==> config.mk <==
export PLATFORM = sky130hd
export DESIGN_NAME = bsg_upstream_out_sched
export DESIGN_NICKNAME = d
export VERILOG_FILES = /design/src/rtl/bsg_upstream_out_sched.sv
export SDC_FILE = /design/constraint.sdc
export NUM_CORES = 1
export LEC_CHECK = 0
export CORE_MARGIN = 2
export CORE_UTILIZATION = 48
export DETAILED_ROUTE_END_ITERATION = 6
export GPL_TIMING_DRIVEN = 0
export PLACE_DENSITY = 0.84
export SYNTH_ARGS = -nofsm -noshare
export SYNTH_HDL_FRONTEND = slang
export SYNTH_SLANG_ARGS = --single-unit
==> constraint.sdc <==
create_clock -name clk -period 5.5 [get_ports clk]
set_input_delay 1.1 -clock clk [delete_from_list [all_inputs] [get_ports clk]]
set_output_delay 1.1 -clock clk [all_outputs]
set_load 0.02 [all_outputs]
==> src/rtl/bsg_upstream_out_sched.sv <==
// bsg_upstream_out_sched
//
// Scheduler/sequencer for the upstream off-chip output link. Picks one of
// NUM_REQ core-side requesters per word, then serializes the 64-bit word onto
// two 8-bit channels over four beats (16 bits per beat, low half-word first).
// Word issue is gated by a credit window: sent_cnt counts issued words,
// finish_cnt counts returned tokens, and a word may only be issued while
// (sent_cnt - finish_cnt) mod 2^CNT_W is below CREDIT_MAX.
//
// Build option: define BSG_UPSTREAM_OUT_SCHED_RR_EN for round-robin
// arbitration; leave it undefined for fixed priority (lowest index wins).
//
// Ports:
//   clk             - clock, all logic on posedge
//   rst             - synchronous active-low reset
//   req_valid_i     - per-requester word valid
//   req_data_i      - requester r word at [64r+63:64r]
//   req_ready_o     - one-hot grant, word moves on valid & ready
//   io_token        - credit return, one pulse per word
//   io_valid_out    - beat on the channels is valid
//   io_data_out_ch0 - low byte of the current half-word
//   io_data_out_ch1 - high byte of the current half-word
//   grant_id_o      - requester whose word is on the link
//   credits_avail_o - CREDIT_MAX minus outstanding words
//   token_err_o     - sticky: token arrived with nothing outstanding

module bsg_upstream_out_sched #(
  parameter int NUM_REQ    = 2,
  parameter int CREDIT_MAX = 64,
  parameter int CNT_W      = 7
) (
  input  logic                   clk,
  input  logic                   rst,
  input  logic [NUM_REQ-1:0]     req_valid_i,
  input  logic [64*NUM_REQ-1:0]  req_data_i,
  output logic [NUM_REQ-1:0]     req_ready_o,
  input  logic                   io_token,
  output logic                   io_valid_out,
  output logic [7:0]             io_data_out_ch0,
  output logic [7:0]             io_data_out_ch1,
  output logic [1:0]             grant_id_o,
  output logic [CNT_W-1:0]       credits_avail_o,
  output logic                   token_err_o
);

  typedef enum logic {IDLE, SEND} state_t;

  state_t           state_reg, state_next;
  logic [1:0]       beat_reg, beat_next;
  logic [63:0]      word_reg, word_next;
  logic [CNT_W-1:0] sent_cnt_reg, sent_cnt_next;
  logic [CNT_W-1:0] finish_cnt_reg, finish_cnt_next;
  logic             token_err_reg, token_err_next;
  logic [1:0]       grant_id_reg, grant_id_next;

  // Requests padded out to four lanes so a 2-bit index is always exact.
  logic [3:0]       valid_ext;
  logic [63:0]      word_ext [4];

  generate
    for (genvar gi = 0; gi < 4; gi++) begin : g_lane
      if (gi < NUM_REQ) begin : g_used
        assign valid_ext[gi] = req_valid_i[gi];
        assign word_ext[gi]  = req_data_i[64*gi +: 64];
      end else begin : g_pad
        assign valid_ext[gi] = 1'b0;
        assign word_ext[gi]  = '0;
      end
    end
  endgenerate

  logic [CNT_W-1:0] outstanding;
  logic             can_issue;
  logic             accept_slot;
  logic             accept;
  logic             pick_valid;
  logic [1:0]       pick_idx;
  logic [3:0]       grant_oh;

  // Modular difference keeps working after either counter wraps.
  assign outstanding     = sent_cnt_reg - finish_cnt_reg;
  assign can_issue       = outstanding < CNT_W'(CREDIT_MAX);
  assign credits_avail_o = CNT_W'(CREDIT_MAX) - outstanding;

  // The last beat of a word is also an accept slot, so words chain with no gap.
  assign accept_slot = (state_reg == IDLE) || (beat_reg == 2'd3);
  assign accept      = accept_slot && can_issue && pick_valid;

`ifdef BSG_UPSTREAM_OUT_SCHED_RR_EN
  logic [1:0] rr_ptr_reg, rr_ptr_next;
  logic [2:0] cand;

  // Search starts one past the last winner and wraps at NUM_REQ.
  always_comb begin
    pick_valid = 1'b0;
    pick_idx   = '0;
    cand       = '0;
    for (int off = 1; off <= NUM_REQ; off++) begin
      cand = {1'b0, rr_ptr_reg} + 3'(off);
      if (cand >= 3'(NUM_REQ)) begin
        cand = cand - 3'(NUM_REQ);
      end
      if (!pick_valid && valid_ext[cand[1:0]]) begin
        pick_valid = 1'b1;
        pick_idx   = cand[1:0];
      end
    end
  end
`else
  // Scanning downward lets the lowest valid index overwrite the others.
  always_comb begin
    pick_valid = 1'b0;
    pick_idx   = '0;
    for (int i = NUM_REQ - 1; i >= 0; i--) begin
      if (valid_ext[i[1:0]]) begin
        pick_valid = 1'b1;
        pick_idx   = i[1:0];
      end
    end
  end
`endif

  assign grant_oh    = 4'b0001 << pick_idx;
  assign req_ready_o = accept ? grant_oh[NUM_REQ-1:0] : '0;

  always_ff @(posedge clk) begin
    if (!rst) begin
      state_reg      <= IDLE;
      beat_reg       <= '0;
      word_reg       <= '0;
      sent_cnt_reg   <= '0;
      finish_cnt_reg <= '0;
      token_err_reg  <= 1'b0;
      grant_id_reg   <= '0;
`ifdef BSG_UPSTREAM_OUT_SCHED_RR_EN
      rr_ptr_reg     <= 2'(NUM_REQ - 1);
`endif
    end else begin
      state_reg      <= state_next;
      beat_reg       <= beat_next;
      word_reg       <= word_next;
      sent_cnt_reg   <= sent_cnt_next;
      finish_cnt_reg <= finish_cnt_next;
      token_err_reg  <= token_err_next;
      grant_id_reg   <= grant_id_next;
`ifdef BSG_UPSTREAM_OUT_SCHED_RR_EN
      rr_ptr_reg     <= rr_ptr_next;
`endif
    end
  end

  always_comb begin
    state_next      = state_reg;
    beat_next       = beat_reg;
    word_next       = word_reg;
    sent_cnt_next   = sent_cnt_reg;
    finish_cnt_next = finish_cnt_reg;
    token_err_next  = token_err_reg;
    grant_id_next   = grant_id_reg;
`ifdef BSG_UPSTREAM_OUT_SCHED_RR_EN
    rr_ptr_next     = rr_ptr_reg;
`endif

    if (accept) begin
      word_next     = word_ext[pick_idx];
      beat_next     = 2'd0;
      state_next    = SEND;
      sent_cnt_next = sent_cnt_reg + CNT_W'(1);
      grant_id_next = pick_idx;
`ifdef BSG_UPSTREAM_OUT_SCHED_RR_EN
      rr_ptr_next   = pick_idx;
`endif
    end else if (state_reg == SEND) begin
      if (beat_reg == 2'd3) begin
        // word_reg is left alone so the channels hold the final beat.
        state_next = IDLE;
        beat_next  = 2'd0;
      end else begin
        beat_next = beat_reg + 2'd1;
        word_next = {16'h0000, word_reg[63:16]};
      end
    end

    // Uses the registered count, so a token never frees a slot in its own cycle.
    if (io_token) begin
      if (outstanding != '0) begin
        finish_cnt_next = finish_cnt_reg + CNT_W'(1);
      end else begin
        token_err_next = 1'b1;
      end
    end
  end

  // Current beat always sits in the low half-word of the shift register.
  assign io_valid_out    = (state_reg == SEND);
  assign io_data_out_ch0 = word_reg[7:0];
  assign io_data_out_ch1 = word_reg[15:8];
  assign grant_id_o      = grant_id_reg;
  assign token_err_o     = token_err_reg;

endmodule

* After elaboration in Yosys (flattened, before gate mapping)
Index checks and enable logic that the tools add are counted.
Storage, ports and cells: bits in registers 84, latch bits 0, bits in writable memories 0, bits in read-only memories 0, input port bits 133, output and inout port bits 29, word-level logic and storage cells 45, memories 0
Operators by class: $add $sub $neg 5, multiply operators 0, div/mod/pow operators 0, order comparisons 2, eq/ne operators 2, shift operators 1, muxes and demuxes 15, bitwise gates (word level) 4, reduce and logical (&&, ||, !) cells 9
Operator list (number):
- $mux 64 | 5
- $bmux 64 s2 | 1
- $add 7x1->7 const B | 2
- $lt 7x7->1 const B | 1
- $mux 1 | 7
- $reduce_bool 7->1 | 1
- $sub 7x7->7 | 1
- $sub 7x7->7 const A | 1
- $reduce_and 2->1 | 3
- $mux 2 | 2
- $ge 3x3->1 const B | 1
- $not 1->1 | 3
- $not 2->3 | 1
- $add 2x1->2 const B | 1
- $eq 2x2->1 const B | 1
- $logic_and 1x1->1 | 2
- $ne 2x2->1 const B | 1
- $reduce_bool 2->1 | 1
- $reduce_or 2->1 | 1
- $shl 1x2->2 const A | 1
- $logic_or 1x1->1 | 1

* Logic depth before layout (Yosys ltp)
depth after elaboration 7, gate-level depth with buffers 14, depth with buffers taken out 11

* Worst setup path after synthesis
OpenSTA, ideal clock, no wires.
path type register -> output, start reg sent_cnt_reg[0], end out req_ready_o[0], arrival time 2.544 ns, setup slack 1.856 ns, cell stages (with the launch flop) 13, cells stage by stage dfxtp_1 > inv_1 > ha_1 > inv_1 > fa_1 > nand3_1 > nand2_1 > xnor2_1 > nor3_1 > a21o_1 > buf_2 > buf_1 > and2_1
Between the ends: longest elaborated chain between the ends 5
Ends and longest elaborated chain:
- start: declaration | RTL line 51 | logic [CNT_W-1:0] sent_cnt_reg, sent_cnt_next;
- start signal: assignment | RTL line 142 | sent_cnt_reg <= sent_cnt_next;
- $sub 7x7->7 | RTL line 81 | assign outstanding = sent_cnt_reg - finish_cnt_reg;
- $lt 7x7->1 | RTL line 82 | assign can_issue = outstanding < CNT_W'(CREDIT_MAX);
- $logic_and 1x1->1 (2 in series) | RTL line 87 | assign accept = accept_slot && can_issue && pick_valid;
- $mux 2 | RTL line 124 | assign req_ready_o = accept ? grant_oh[NUM_REQ-1:0] : '0;
- end: declaration | RTL line 36 | output logic [NUM_REQ-1:0] req_ready_o,
No other way between the ends.

* Worst setup path in the final report
start reg finish_cnt_reg[0], end out req_ready_o[0]
Between the ends: longest elaborated chain between the ends 5
Ends and longest elaborated chain:
- start: declaration | RTL line 52 | logic [CNT_W-1:0] finish_cnt_reg, finish_cnt_next;
- start signal: assignment | RTL line 143 | finish_cnt_reg <= finish_cnt_next;
- $sub 7x7->7 | RTL line 81
- $lt 7x7->1 | RTL line 82
- $logic_and 1x1->1 (2 in series) | RTL line 87
- $mux 2 | RTL line 124
No other way between the ends.

==> impl_metrics.ini <==
[grt]
grt_pass1_vias = 4382
grt_pass1_wl_um = 20400
grt_usage = 0.255
grt-ovfl-total = 0
antenna_found_initial = 0
grt_max_degree = 17

[sta]
setup_violations = 0
rsz0062_at_grt = false
finalHoldViolations = 0
slew_viol_final = 0
finalSetupTns_ns = 0
fin_skew_ns = 0.0120
slew_headroom = 0.532
period_minus_slack_ns = 5.03
max_freq_mhz = 199
finalCritPeriodShare = 0.915
worst_pin_slew_ns = 0.702
hold_ws_ns = 0.460

[synth]
synth_compound_area_frac = 0.279
yosysTopAreaCellShare = 0.381
syn_inst = 510
synth_area_um2 = 4360
synthFlopType = dfxtp_1
synth_fa_ha_area_frac = 0.0333
syn-num-nets = 654
synth-seq-cells = 83
synth-xor-area-share = 0.0201
yosys.area_share.simple = 0.119
yosysWarnings = 0
yosysSeqAreaShare = 0.381
synthTopCellsByArea = dfxtp_1 38%, a22oi_1 8.3%, o221ai_1 6.6%, mux2i_1 6.0%, nand2_1 4.7%
synth_edf_count = 0
yosysTopAreaCell = dfxtp_1
async_reset_ff_frac = 0
synth_top_family_by_area = compound AO/OA/AOI/OAI gates
synth.most_common_cell = dfxtp_1
synth_common_cells = 83 x dfxtp_1, 55 x nand2_1, 48 x a22oi_1, 47 x inv_1, 33 x o221ai_1
synth_cell_type_count = 43
synth_mux_area_frac = 0.0623
avgSynthCellArea_um2 = 8.55

[setup_path]
worst_path_largest_cell_delay_ns = 0.60
critical_path.slowest_cell = clkdlybuf4s50_1
path_cells = ha_1, inv_1, fa_1, xnor2_1, nand3_1, nor3_1, a21o_1, buf_2, buf_1, and2_1, clkdlybuf4s50_1
path_class = reg -> out
critPathBufInv = 4
cp_max_fo = 10
endpoint_kind = primary output
worstPathArrival_ns = 3.93
crit_required_ns = 4.40
crit_path_start_kind = flop
critical-path-top-delay-family = buffers and inverters

[clock_tree]
hold_buffers = 0
clkTransAtPathRegs_ns = 0.09
cts-resized-gates = 0
clock_latency_ns = 0.36
ctsLongestPathBuffers = 2
htree_levels = 3
clockRootBuffer = clkbuf_8
clock_sinks = 83
cts_made_buffers = 9
tritoncts = yes
cts_setup_buffers = 0

[placed_design]
place_congestion = 0.958
portBuffers = 160
hpwl_um = 10400
dpl_cell_area_um2 = 6100

[route]
vias_per_cell = 5.62
routed_wl_um = 13000
first_pass_iters = 5
wl_per_cell_um = 16.4
drtAntennaViolNets = 0
dr.first_iter.drc_count = 183
drc = 0
vias = 4459

[die]
dieArea_um2 = 9860
die_w_um = 99.3
coreArea_um2 = 8760
start_util = 0.497
die_y_um = 99.3
num_io_pins = 162
std_cell_rows = 34

[power]
cellLeakagePower_uw = 0.00234
ir_drop_v = 0.000458
power_density_nw_per_um2 = 555

[finish]
drive_above_1_share = 0.0700
stdcell_area_um2 = 6280
nets = 825
largest_reg_flops = 64
areaGrowthSynthToFinish_pct = 44.0
fillCellCount = 688
diodes = 0

[worst_hold_path]
hp-class = reg -> reg

[run_status]
status = finished clean

[run]
maxCapViolations = 0
## routing by layer
metal / track usage / vias to the layer above / routed length (um)
met2: 0.444 / 162 / 6410
met4: 0.0938 / 0 / 243
met5: 0 / - / 0
li1: - / 2173 / -
met1: 0.317 / 2102 / 5530
met3: 0.0436 / 22 / 851
## cells in the final DEF (no fill, tap or decap), types with 3 or more instances in the layout
master,count
nand4_1,3
inv_6,4
o221ai_1,33
o21a_1,16
a21oi_1,28
nand2_1,55
o31ai_1,3
dfxtp_1,83
clkbuf_1,27
inv_1,47
xnor2_1,6
clkbuf_8,9
nor2_1,16
ha_1,10
o22ai_1,31
nand3_1,6
a22oi_1,48
mux2i_1,26
nand2b_1,11
clkdlybuf4s50_1,160
xor2_1,4
buf_2,6
o21ai_0,3
nor3_1,5
buf_4,17
## where the power goes
part | switching [uW] | internal (uW) | total [uW]
Combinational | 1120 | 947 | 2060
Clock | 241 | 173 | 414
Sequential | 158 | 848 | 1010
Total | 1520 | 1970 | 3480
## worst paths after layout
check | start | end | slack (ns) | depth (start not counted)
setup reg to reg | finish_cnt_reg[0] | word_reg[46] | 2.29 | 12
hold reg to reg | grant_id_o[0] | grant_id_o[0] | 0.46 | 2
setup / recovery | finish_cnt_reg[0] | req_ready_o[0] | 0.47 | 11
hold / removal | grant_id_o[0] | grant_id_o[0] | 0.46 | 2
## area by class of cell
class	instances	area, um^2	area share
clock buffer	9	124	0.0197
sequential	83	1660	0.265
tap	108	135	0.0215
clock inverter	7	58.8	0.00937
timing repair buffer	160	1600	0.255
inverter	49	184	0.0293
buffer	52	274	0.0436
multi-input combinational	326	2240	0.357
## stage by stage
| step | std cells | setup slack, ns | util | total power [uW] |
|---|---|---|---|---|
| final | 794 | 0.466 | 0.716 | 3480 |
| after global routing | 794 | 0.303 | 0.716 | 3690 |
| after CTS | 794 | 0.523 | 0.716 | 3480 |
| after detailed placement | 778 | 0.583 | 0.696 | 3060 |
| after global placement | 778 | 0.611 | 0.696 | 3000 |
| after floorplan | 510 | 1.86 | - | 2320 |
## logic make-up after synthesis
| logic type | Yosys count |
|---|---|
| AOI/OAI and AO/OA | 168 |
| xor gates and xnor gates | 10 |
| adders and majority gates | 11 |
| buffers and inverters | 101 |
| DFF | 83 |
| muxes | 27 |
| other | 1 |
| and+or+nand+nor | 109 |
## worst reg2reg max path, delay by kind of cell, from the launching register on
kind                     cells  cell delay [ns]
AND/OR/NAND/NOR              3             0.73
AO/OA/AOI/OAI                2             0.36
flip-flops                   1             0.42
XOR/XNOR                     1             0.37
adder cells (fa/ha/maj)      2             0.59
buffers and inverters        4             0.67
No activity file was read; power rests on OpenSTA's default activity.
